## config.mk

```make
export PLATFORM = sky130hd
export DESIGN_NAME = sel_mux_blank
export DESIGN_NICKNAME = d
export VERILOG_FILES = /design/src/rtl/sel_mux_blank.sv
export SDC_FILE = /design/constraint.sdc
export NUM_CORES = 1
export LEC_CHECK = 0
export ABC_CLOCK_PERIOD_IN_PS = 3720
export CORE_ASPECT_RATIO = 0.7
export CORE_UTILIZATION = 46
export CTS_CLUSTER_SIZE = 14
export DETAILED_ROUTE_END_ITERATION = 10
export DONT_BUFFER_PORTS = 1
export HOLD_SLACK_MARGIN = 0.1
export SYNTH_ARGS = -nofsm -noshare
export SYNTH_HDL_FRONTEND = slang
export SYNTH_SLANG_ARGS = --single-unit
```

## constraint.sdc

```tcl
create_clock -name clk -period 3.72 [get_ports clk]
set_clock_uncertainty 0.05 [all_clocks]
set_input_delay 0.186 -clock clk [delete_from_list [all_inputs] [get_ports clk]]
set_output_delay 0.186 -clock clk [all_outputs]
set_load 0.01 [all_outputs]
```

## src/rtl/sel_mux_blank.sv

```systemverilog
// Registered N:1 channel mux. A select change blanks (holds z) for BLANK cycles
// before switching, so the output never shows a partial word.
//   state    | meaning
//   ST_IDLE  | z tracks i[cur_sel]; requests are evaluated
//   ST_BLANK | z frozen; waiting out the hold before switching to pending
module sel_mux_blank #(
  parameter int WIDTH    = 4,
  parameter int CHANNELS = 4,
  parameter int SEL_W    = 2,
  parameter int BLANK    = 3
) (
  input  logic                      clk,
  input  logic                      rst_n,
  input  logic [CHANNELS*WIDTH-1:0] i,
  input  logic [SEL_W-1:0]          sel,
  input  logic                      sel_load,
  output logic [WIDTH-1:0]          z,
  output logic [SEL_W-1:0]          cur_sel,
  output logic                      busy,
  output logic                      err
);

  localparam int CNT_W = (BLANK > 0) ? $clog2(BLANK + 1) : 1;

  typedef enum logic {ST_IDLE, ST_BLANK} state_t;

  state_t           state_q, state_d;
  logic [SEL_W-1:0] cur_sel_q, cur_sel_d;
  logic [SEL_W-1:0] pending_q, pending_d;
  logic [CNT_W-1:0] cnt_q, cnt_d;
  logic [WIDTH-1:0] z_q, z_d;
  logic             busy_q, busy_d;
  logic             err_q, err_d;

  logic [WIDTH-1:0] cur_data, pend_data, sel_data;
  logic             sel_valid;

  always_comb begin
    cur_data  = '0;
    pend_data = '0;
    sel_data  = '0;
    for (int k = 0; k < CHANNELS; k++) begin
      if (cur_sel_q == SEL_W'(k)) cur_data  = i[k*WIDTH +: WIDTH];
      if (pending_q == SEL_W'(k)) pend_data = i[k*WIDTH +: WIDTH];
      if (sel == SEL_W'(k))       sel_data  = i[k*WIDTH +: WIDTH];
    end
  end

  assign sel_valid = (32'(sel) < CHANNELS);

  always_comb begin
    state_d   = state_q;
    cur_sel_d = cur_sel_q;
    pending_d = pending_q;
    cnt_d     = cnt_q;
    z_d       = z_q;
    busy_d    = busy_q;
    err_d     = 1'b0;
    if (sel_load && !sel_valid) err_d = 1'b1;
    unique case (state_q)
      ST_IDLE: begin
        z_d = cur_data;
        if (sel_load && sel_valid && (sel != cur_sel_q)) begin
          if (BLANK > 0) begin
            pending_d = sel;
            cnt_d     = CNT_W'(BLANK - 1);
            busy_d    = 1'b1;
            state_d   = ST_BLANK;
            z_d       = z_q;
          end else begin
            cur_sel_d = sel;
            z_d       = sel_data;
          end
        end
      end
      ST_BLANK: begin
        // Restart and cancel pre-empt completion; ignored or rejected requests do not.
        if (sel_load && sel_valid && (sel == cur_sel_q)) begin
          busy_d  = 1'b0;
          state_d = ST_IDLE;
        end else if (sel_load && sel_valid && (sel != pending_q)) begin
          pending_d = sel;
          cnt_d     = CNT_W'(BLANK - 1);
        end else if (cnt_q == '0) begin
          cur_sel_d = pending_q;
          z_d       = pend_data;
          busy_d    = 1'b0;
          state_d   = ST_IDLE;
        end else begin
          cnt_d = cnt_q - CNT_W'(1);
        end
      end
      default: state_d = ST_IDLE;
    endcase
  end

  always_ff @(posedge clk or negedge rst_n) begin
    if (!rst_n) begin
      state_q   <= ST_IDLE;
      cur_sel_q <= '0;
      pending_q <= '0;
      cnt_q     <= '0;
      z_q       <= '0;
      busy_q    <= 1'b0;
      err_q     <= 1'b0;
    end else begin
      state_q   <= state_d;
      cur_sel_q <= cur_sel_d;
      pending_q <= pending_d;
      cnt_q     <= cnt_d;
      z_q       <= z_d;
      busy_q    <= busy_d;
      err_q     <= err_d;
    end
  end

  assign z       = z_q;
  assign cur_sel = cur_sel_q;
  assign busy    = busy_q;
  assign err     = err_q;

endmodule

```

# Word level (Yosys, flattened, before mapping)

Cells that the tools add are included.

Memory bits (read-only): 0
Register bits after elaboration: 12
Latch bits: 0
Memories: 0
Bits in writable memories: 0
Output and inout port bits: 8
Input bits: 21
Logic and storage cells: 73

Divide/modulo/power cells: 0
Bitwise logic cells: 1
$add $sub $neg: 1
Reductions and logical operators: 11
Eq/ne operators: 18
$mul: 0
Shifts and indexed selects: 0
Order comparisons: 0
Mux-type cells: 36

Operators with widths:

| cell                | count |
|---|---|
| $mux 4              | 12 |
| $mux 2              | 11 |
| $reduce_and 3->1    | 3 |
| $eq 2x2->1 const B  | 4 |
| $mux 1              | 8 |
| $ne 2x2->1 const B  | 4 |
| $pmux 2 s2          | 2 |
| $pmux 4 s2          | 1 |
| $reduce_and 4->1    | 2 |
| $logic_not 2->1     | 3 |
| $ne 3x3->1 const B  | 2 |
| $eq 2x1->1 const B  | 2 |
| $ne 2x1->1 const B  | 2 |
| $ne 2x2->1          | 2 |
| $pmux 1 s2          | 2 |
| $logic_and 1x1->1   | 3 |
| $ne 3x1->1 const B  | 1 |
| $eq 2x2->1          | 1 |
| $sub 2x1->2 const B | 1 |
| $not 1->1           | 1 |

# Depth between registers and ports, before layout

Gate-level depths: netlist of the first run.

Word-level depth: 9
Depth in mapped cells: 7
Mapped depth without buffers: 6

# Least setup slack after synthesis of the first run

Ideal clock, no wire load.

Path type: flip-flop to flip-flop
Start point: register cur_sel_q[0], in the netlist cur_sel[0]
End point: register z_q[0], in the netlist z[0]
Required time: 3.545 ns
Clock period less this slack: 1.908 ns
Library setup time: 0.125 ns
Cell stages (with the launch flop): 6
Setup slack: 1.812 ns
Arrival time: 1.733 ns
Buffers on the path: 1
Cell sequence: dfrtp_1 buf_6 xor2_4 or2_4 a311o_4 mux2_4

Cells in the longest elaborated chain, start to end: 7
Elaborated cells between the ends (all ways): 17
Classes of those cells: eq/ne (7); mux (6); reduce/logical (4)

Ends and longest elaborated chain:

| element                  | line | RTL |
|---|---|---|
| start: declaration       | 28   | `logic [SEL_W-1:0] cur_sel_q, cur_sel_d;` |
| start signal: assignment | 108  | `cur_sel_q <= cur_sel_d;` |
| $logic_not 2->1          | 43   | `if (cur_sel_q == SEL_W'(k)) cur_data = i[k*WIDTH +: WIDTH];` |
| $mux 4 (4 in series)     | 43   |  |
| $mux 4                   | 63   | `if (sel_load && sel_valid && (sel != cur_sel_q)) begin` |
| $pmux 4 s2               | 60   | `unique case (state_q)` |
| end signal: assignment   | 111  | `z_q <= z_d;` |
| end: declaration         | 31   | `logic [WIDTH-1:0] z_q, z_d;` |

Several ways; a longest one is shown, not always the timed one. The select of a mux whose other input is x is not followed.
A chain may end at the register's enable or synchronous reset.

# Worst setup path in the final report of the first run

Start point: register cur_sel_q[0], in the netlist cur_sel[0]
End point: register z_q[2], in the netlist z[2]

Same word-level chain as after synthesis.

==> results of run 1 <==
==> worst max-delay path, delay by kind of cell (launching register included) <==
kind	cells	cell delay [ps]
AO/OA/AOI/OAI	1	450
XOR/XNOR	1	260
AND/OR/NAND/NOR	1	290
flip-flops	1	550
multiplexers	1	310
==> final timing paths <==
kind / to / slack, ps / depth (start not counted)
setup / recovery: z[2] / 1690 / 4
max in group asynchronous: z[2] / 2990 / 1
hold / removal: busy / 110 / 3
hold reg to reg: z[1] / 540 / 1
setup reg to reg: z[2] / 1690 / 4
min in group asynchronous: cnt_q[0] / 280 / 1
==> layer usage <==
layer	track usage	wire [um]
met3	0.0903	113
met4	0.0549	8
met1	0.266	982
met2	0.241	814
met5	0	0
==> kinds of logic (layout without fill, tap and decap cells) <==
logic type / after synthesis / in the layout / share of synthesized area
DFF: 12 / 12 / 0.313
muxes: 16 / 16 / 0.313
xor gates and xnor gates: 4 / 4 / 0.0561
AOI/OAI and AO/OA: 17 / 17 / 0.133
and+or+nand+nor: 23 / 23 / 0.106
buffers and inverters: 12 / 13 / 0.0626
adders and majority gates: 1 / 1 / 0.0130
other: 1 / 1 / 0.00391
==> state kept, by name (all words and copies together) (netlist names) <==
register   count
busy           1
cnt_q          2
cur_sel        2
pending_q      2
state_q        1
z              4
==> synth_stat cells (all sizes together) <==
cell | number | area [um^2]
mux2 | 8 | 105
o21ai | 3 | 15.0
o31ai | 1 | 7.51
buf | 4 | 28.8
dfrtp | 12 | 300
and2 | 1 | 6.26
xnor2 | 2 | 17.5
a311o | 1 | 20.0
a221o | 1 | 10.0
mux4 | 8 | 195
clkbuf | 3 | 12.5
inv | 5 | 18.8
nand3 | 2 | 10.0
a211oi | 1 | 7.51
nor3b | 1 | 7.51
o211ai | 3 | 22.5
o21a | 1 | 7.51
conb | 1 | 3.75
a2111o | 1 | 11.3
ha | 1 | 12.5
a21oi | 4 | 20.0
nor3 | 1 | 5.00
o22ai | 1 | 6.26
or2 | 1 | 8.76
nand2 | 17 | 63.8
xor2 | 2 | 36.3
==> report_power, final <==
group          internal [mW]  total, mW  switching [mW]
sequential             0.195      0.326           0.131
combinational          0.273      0.469           0.196
clock                 0.0595      0.102          0.0425
==> metrics by stage <==
stage / setup WS [ps] / area (um^2) / power, mW / hold slack, ps
6_report: 1690 / 1020 / 0.897 / 114
5_1_grt: 1640 / 1020 / 0.972 / 104
4_1_cts: 1680 / 1020 / 0.907 / 101
3_5_place_dp: 1690 / 946 / 0.794 / -159
3_3_place_gp: 1720 / 946 / 0.784 / -159
2_1_floorplan: 1810 / 960 / 0.729 / -160
==> timing repair <==
action / CTS / global route
gates resized for setup: 0 / 0
hold buffers: 4 / 0
hold endpoints to repair: 16 / 0
setup buffers: 0 / 0
==> area by class of cell <==
class	instances	area (um^2)
clock buffer	4	36.3
fill	180	881
inverter	5	18.8
multi-input combinational	62	599
sequential	12	300
tap	22	27.5
timing repair buffer	4	40.0
==> run_results.csv, run 1 <==
group,metric,value,unit
drt,ant_nets,0,
clock_network,path_clk_slew,70,ps
power,power_density,878,mW/mm^2
drt,vias_per_cell,6.33,
placement,routabilityCongestion,0.849,
setup_path,crit_path_end_kind,"flop",
timing,rsz0062_at_grt,"no",
synthesis,synth.yosys.warnings,0,
timing,fin_crit_sh,0.546,
floorplan,fp.dieH,40.2,um
clock_network,clock_latency,270,ps
timing,slew_viol_final,0,
clock_network,clock_path_buffers,2,
clock_network,clock-root-buffer,"clkbuf_4",
synthesis,synth_area,960,um^2
setup_path,cp.arrival,2140,ps
drt,drt_iter0_markers,19,
drt,drt_wl_total,1920,um
setup_path,cp_max_fo,7,
final_layout,most-common-layout-cells,"17 x nand2_1, 12 x dfrtp_1, 5 x inv_1",
outcome,status,"finished clean",
setup_path,path_cells,"xor2_4 > or2_4 > a311o_4 > mux2_4",
global_routing,grt_overflow,0,
synthesis,synth-seq-cells,12,
final_layout,fin_cells,109,
timing,timing.setup.tns,0,ps
timing,tightestPinTransition,532,ps
final_layout,area_delta_synth_final,6.52,%
clock_network,tritoncts,"done",
setup_path,cpMaxStageDelayCell,"dfrtp_1",
power,power.leakage,0.449,nW
clock_network,cts_max_level,1,
floorplan,start_util,0.504,
synthesis,synth_cells,86,
setup_path,crit_type,"flop to flop",
floorplan,dieArea,0.00228,mm^2
floorplan,design.portCount,29,
final_layout,final_common_cell,"nand2_1",
drt,vias,690,
placement,dp_hpwl,1470,um
global_routing,grt_pass1_wl,2930,um
drt,wl_per_cell,17.6,um
setup_path,r2r-start,"cur_sel[0]",
floorplan,core,0.00190,mm^2
drt,route.detailed.drc,0,
clock_network,clock-sinks,12,
timing,maxSlewHeadroom,0.644,
global_routing,grt_max_degree,13,
timing,setup_violations,0,
timing,timing.final.hold_violations,0,
final_layout,diodes,0,
timing,min_period,2030,ps
power,ir_drop,0.535,mV
synthesis,ys_seq_area_frac,0.313,
setup_path,cp-start-kind,"flop",
global_routing,antenna_found_initial,0,
setup_path,crit_start,"cur_sel[0]",
final_layout,drive_gt1_frac,0.218,
placement,port_buffers,0,
floorplan,fp-row-count,13,
floorplan,die_w,56.6,um
timing,fmax,492,MHz
global_routing,grt_pass1_vias,580,
setup_path,cpPeakStageDelay,550,ps
final_layout,final_nets,110,
drt,first_pass_iters,4,
setup_path,critPathRequiredTime,3830,ps
synthesis,avgSynthCellArea,11.2,um^2
clock_network,numCtsBuffers,3,
global_routing,grt_usage,0.186,
synthesis,synth_cell_type_count,32,
synthesis,syn-num-nets,108,
final_layout,final_util,0.537,
placement,place_inst,101,
flow_run,drv_cap,0,
worst_hold_path,worstHoldStart,"sel_load",
worst_hold_path,hp-class,"input pin to flop",
Power figures use the tool's default switching activity.
==> inputs of run 2 (changes only) <==
--- a/config.mk
+++ b/config.mk
@@ -5,7 +5,7 @@
 export SDC_FILE = /design/constraint.sdc
 export NUM_CORES = 1
 export LEC_CHECK = 0
-export ABC_CLOCK_PERIOD_IN_PS = 3720
+export ABC_CLOCK_PERIOD_IN_PS = 1700
 export CORE_ASPECT_RATIO = 0.7
 export CORE_UTILIZATION = 46
 export CTS_CLUSTER_SIZE = 14
==> constraint.sdc (replaced) <==
create_clock -name clk -period 1.7 [get_ports clk]
set_clock_uncertainty 0.05 [all_clocks]
set_input_delay 0.085 -clock clk [delete_from_list [all_inputs] [get_ports clk]]
set_output_delay 0.085 -clock clk [all_outputs]
set_load 0.01 [all_outputs]
==> run_results.csv, run 2 (synthesized netlist as in run 1, its figures left out) <==
group,metric,value,unit
power,p_total,2.33,mW
power,ir_drop,1.22,mV
global_routing,grt_usage,0.203,
final_layout,fin_cells,126,
final_layout,final_nets,127,
setup_path,crit_path_end,"z[1]",
floorplan,die_w,56.6,um
drt,route.detailed.drc,0,
floorplan,design.portCount,29,
outcome,violations,"negative setup slack",
timing,tightestPinTransition,574,ps
global_routing,grt_pass1_wl,3200,um
final_layout,final_common_cell,"buf_4",
setup_path,crit_start,"cur_sel[0]",
final_layout,area_delta_synth_final,23.9,%
timing,maxSlewHeadroom,0.616,
clock_network,clock-root-buffer,"clkbuf_4",
flow_run,drv_cap,0,
setup_path,crit_path_end_kind,"flop",
timing,slew_viol_final,0,
power,power.leakage,0.532,nW
final_layout,most-common-layout-cells,"16 x buf_4, 15 x nand2_1, 11 x dfrtp_1, 5 x inv_1, 5 x mux4_2",
final_layout,drive_gt1_frac,0.442,
floorplan,fp-row-count,13,
placement,dp_hpwl,1660,um
timing,rsz0062_at_grt,"yes",
timing,timing.final.hold_violations,0,
timing,timing.setup.tns,-44.8,ps
worst_hold_path,holdPathStages,3,
global_routing,antenna_found_initial,0,
drt,wl_per_cell,17.2,um
timing,fmax,583,MHz
final_layout,fin_area,0.00119,mm^2
setup_path,critPathRequiredTime,1810,ps
worst_hold_path,worstHoldStart,"sel[1]",
clock_network,clock-sinks,12,
drt,vias_per_cell,5.94,
timing,fin_crit_sh,1.01,
placement,port_buffers,0,
clock_network,path_clk_slew,70,ps
timing,min_period,1710,ps
floorplan,dieArea,0.00228,mm^2
setup_path,r2r-end,"z[1]",
timing,setup_violations,4,
placement,routabilityCongestion,0.861,
drt,vias,749,
floorplan,start_util,0.504,
drt,first_pass_iters,4,
worst_hold_path,hp-class,"input pin to flop",
setup_path,ff2ff_path_depth,4,
floorplan,core,0.00190,mm^2
clock_network,clock_latency,270,ps
setup_path,cp_max_fo,5,
floorplan,fp.dieH,40.2,um
global_routing,grt_overflow,0,
clock_network,tritoncts,"done",
final_layout,regArea,302,um^2
drt,ant_nets,0,
power,power_density,1960,mW/mm^2
final_layout,largest_reg_flops,4,
outcome,status,"finished, violations left",
drt,drt_iter0_markers,23,
drt,drt_wl_total,2170,um
clock_network,numCtsBuffers,3,
setup_path,r2r-start,"cur_sel[0]",
clock_network,clock_path_buffers,2,
placement,place_area,0.00106,mm^2
setup_path,cp.arrival,1820,ps
setup_path,cp-start-kind,"flop",
global_routing,grt_max_degree,13,
global_routing,grt_pass1_vias,658,
placement,place_inst,116,
setup_path,ff2ff_setup_slack,-10,ps
final_layout,fillers,162,
final_layout,multi_input_area,633,um^2
final_layout,diodes,0,
setup_path,crit_type,"flop to flop",
timing,layout_setup_ws,-14.2,ps
clock_network,cts_max_level,1,
-- run 2: cell types whose count changed in the layout (fill, tap and decap cells not counted), moves of 2 or more --
cell | previous run | this run
buf_4 | 0 | 16
nand2_2 | 0 | 2
a21oi_1 | 4 | 2
xnor2_1 | 2 | 0
a21oi_2 | 0 | 2
nand2_1 | 17 | 15
xnor2_2 | 0 | 2
-- run 2: where the power goes --
| group | internal, mW | leakage [nW] | switching [mW] |
|---|---|---|---|
| Clock | 0.130 | 0.0210 | 0.0931 |
| Combinational | 0.867 | 0.371 | 0.631 |
| Sequential | 0.432 | 0.140 | 0.180 |
| Total | 1.43 | 0.532 | 0.904 |
-- run 2: how the worst min path moves through the flow --
stage,endpoint,slack (ps)
4_1_cts,cnt_q[0],160
6_report,cnt_q[0],130
5_1_grt,cnt_q[0],130
2_1_floorplan,busy,-260
3_5_place_dp,state_q,-260
3_3_place_gp,busy,-260
-- run 2: what timing repair did --
action | 4_1_cts | 5_1_grt
buffers inserted | 2 | 0
endpoints found under the setup margin | 9 | 9
pin swaps | 0 | 1
resized for setup | 1 | 10
hold endpoints to repair | 18 | 0
hold buffers | 4 | 0
-- run 2: metal layers --
metal	wire length [um]	up-vias	global-route usage
met4	20	0	0.0732
met1	1040	373	0.285
met2	1010	20	0.279
met5	0	-	0
met3	105	5	0.0806
li1	-	351	-
-- run 2: area by class of cell --
class	instances	area share
Clock buffer	4	0.0305
Tap cell	22	0.0232
Inverter	5	0.0158
Multi-Input combinational cell	62	0.533
Timing Repair Buffer	21	0.144
Sequential cell	12	0.254
-- run 2: stage by stage --
step / worst slack, ps / utilization / hold slack, ps
after floorplan: -68.5 / - / -261
after global placement: -77.3 / 0.556 / -260
after detailed placement: -98.7 / 0.556 / -260
after CTS: -35.3 / 0.605 / 159
after global routing: -46.9 / 0.625 / 128
final: -14.2 / 0.625 / 127
-- run 2: critical path: stages, from the launching register on --
cell and delay, ps:
dfrtp_2 470, xor2_4 180, or2_4 240, a311o_4 360
mux2_4 300
==> inputs of run 3 (changes only) <==
--- a/config.mk
+++ b/config.mk
@@ -8,10 +8,12 @@
 export ABC_CLOCK_PERIOD_IN_PS = 1700
 export CORE_ASPECT_RATIO = 0.7
 export CORE_UTILIZATION = 46
+export CTS_BUF_LIST = sky130_fd_sc_hd__clkbuf_8
 export CTS_CLUSTER_SIZE = 14
 export DETAILED_ROUTE_END_ITERATION = 10
 export DONT_BUFFER_PORTS = 1
 export HOLD_SLACK_MARGIN = 0.1
+export SETUP_SLACK_MARGIN = 0.15
 export SYNTH_ARGS = -nofsm -noshare
 export SYNTH_HDL_FRONTEND = slang
 export SYNTH_SLANG_ARGS = --single-unit
==> run_results.csv, run 3 (synthesized netlist as in run 1, its figures left out) <==
group,metric,value,unit
placement,port_buffers,0,
setup_path,r2r-start,"cur_sel[0]",
timing,rsz0062_at_grt,"yes",
timing,fin_crit_sh,1.01,
final_layout,most-common-layout-cells,"16 x buf_4, 15 x nand2_1, 10 x dfrtp_1, 8 x mux2_4, 5 x mux4_2",
setup_path,cpLargestDelayFamily,"flip-flops",
setup_path,cp_max_fo,5,
worst_hold_path,worstHoldStart,"sel_load",
clock_network,tritoncts,"done",
clock_network,clock_latency,240,ps
final_layout,drive_gt1_frac,0.476,
drt,wl_met3,115,um
placement,place_inst,114,
drt,ant_nets,0,
drt,first_pass_iters,4,
global_routing,grt_max_degree,13,
worst_hold_path,hp-class,"input pin to flop",
final_layout,final_util,0.659,
drt,route.detailed.drc,0,
timing,fmax,582,MHz
clock_network,path_clk_slew,60,ps
timing,timing.final.hold_violations,0,
flow_run,drv_cap,0,
setup_path,crit_path_end_kind,"flop",
power,ir_drop,1.23,mV
clock_network,clock_path_buffers,2,
placement,dp_hpwl,1690,um
setup_path,path_cells,"xor2_4 > or2_4 > a311o_4 > mux2_4",
drt,wl_per_cell,18.1,um
floorplan,fp.dieH,40.2,um
setup_path,critPathRequiredTime,1770,ps
setup_path,cpMaxStageDelayCell,"dfrtp_2",
timing,tightestPinTransition,575,ps
timing,maxSlewHeadroom,0.615,
final_layout,largest_reg_flops,4,
floorplan,fp-row-count,13,
drt,drt_iter0_markers,26,
drt,met1_length,1080,um
global_routing,antenna_found_initial,0,
drt,dr.max_layer_used,"met4",
global_routing,grt_usage,0.227,
clock_network,cts_max_level,1,
global_routing,grt_pass1_vias,731,
floorplan,start_util,0.504,
timing,layout_setup_ws,-17.3,ps
setup_path,path_buf_inv,0,
floorplan,core,0.00190,mm^2
timing,slew_viol_final,0,
setup_path,crit_start,"cur_sel[0]",
floorplan,design.portCount,29,
clock_network,clock-sinks,12,
timing,setup_violations,4,
drt,drt_wl_total,2300,um
outcome,status,"finished, violations left",
power,power_density,2020,mW/mm^2
floorplan,die_w,56.6,um
setup_path,cp-start-kind,"flop",
global_routing,grt_pass1_wl,3660,um
global_routing,grt_overflow,0,
floorplan,dieArea,0.00228,mm^2
final_layout,final_nets,128,
timing,min_period,1720,ps
setup_path,cp.arrival,1790,ps
final_layout,final_common_cell,"buf_4",
drt,wl_met2,1050,um
power,power.leakage,0.565,nW
clock_network,numCtsBuffers,3,
setup_path,crit_type,"flop to flop",
clock_network,clock-root-buffer,"clkbuf_8",
final_layout,diodes,0,
drt,vias_per_cell,6.13,
outcome,violations,"negative setup slack",
final_layout,area_delta_synth_final,30.8,%
final_layout,fin_cells,127,
setup_path,cpPeakStageDelay,460,ps
drt,vias,779,
placement,routabilityCongestion,0.863,
-- run 3: cell types whose count changed in the layout (fill, tap and decap cells not counted), moves of 3 or more --
| cell | before | now |
|---|---|---|
| clkbuf_4 | 3 | 0 |
| mux2_2 | 4 | 0 |
| clkbuf_8 | 1 | 4 |
| mux2_4 | 4 | 8 |
-- run 3: metrics by stage --
step / hold slack [ps] / setup slack, ps / TNS [ps] / power (mW) / cell area (um^2)
final: 134 / -17.3 / -60.5 / 2.54 / 1250
after floorplan: -261 / -68.3 / -273 / 1.61 / 977
after global placement: -260 / -76.3 / -349 / 1.94 / 1060
after CTS: 132 / -9.91 / -29.9 / 2.48 / 1240
after global routing: 148 / -51.1 / -268 / 2.73 / 1250
after detailed placement: -260 / -91.0 / -429 / 1.97 / 1060
-- run 3: metal layers --
| layer | track usage | up-vias |
|---|---|---|
| met4 | 0.0671 | 0 |
| li1 | - | 358 |
| met1 | 0.311 | 377 |
| met5 | 0 | - |
| met3 | 0.0806 | 8 |
| met2 | 0.344 | 36 |
-- run 3: area by class of cell --
cell class	count	area [um^2]
clock buffer	4	55.1
fill	142	648
inverter	5	18.8
multi-input combinational	62	668
sequential	12	303
tap	22	27.5
timing repair buffer	22	183
-- run 3: worst paths after layout --
check	to	slack (ps)	depth (start not counted)
worst max-delay path	z[2]	-20	4
worst min-delay path	state_q	130	2
worst max register to register	z[2]	-20	4
worst min register to register	z[0]	540	1
max in group asynchronous	cur_sel[0]	960	1
min in group asynchronous	busy	230	1
-- run 3: power breakdown --
part | total [mW] | switching [mW] | internal, mW | leakage (nW)
combinational | 1.62 | 0.677 | 0.940 | 0.397
sequential | 0.610 | 0.174 | 0.436 | 0.139
clock | 0.314 | 0.109 | 0.205 | 0.0288
-- run 3: what timing repair did --
action,CTS,global route
pin swaps,3,3
buffers inserted,5,0
hold endpoints to repair,20,0
gates resized for setup,11,7
hold buffers,4,0
endpoints found under the setup margin,10,11
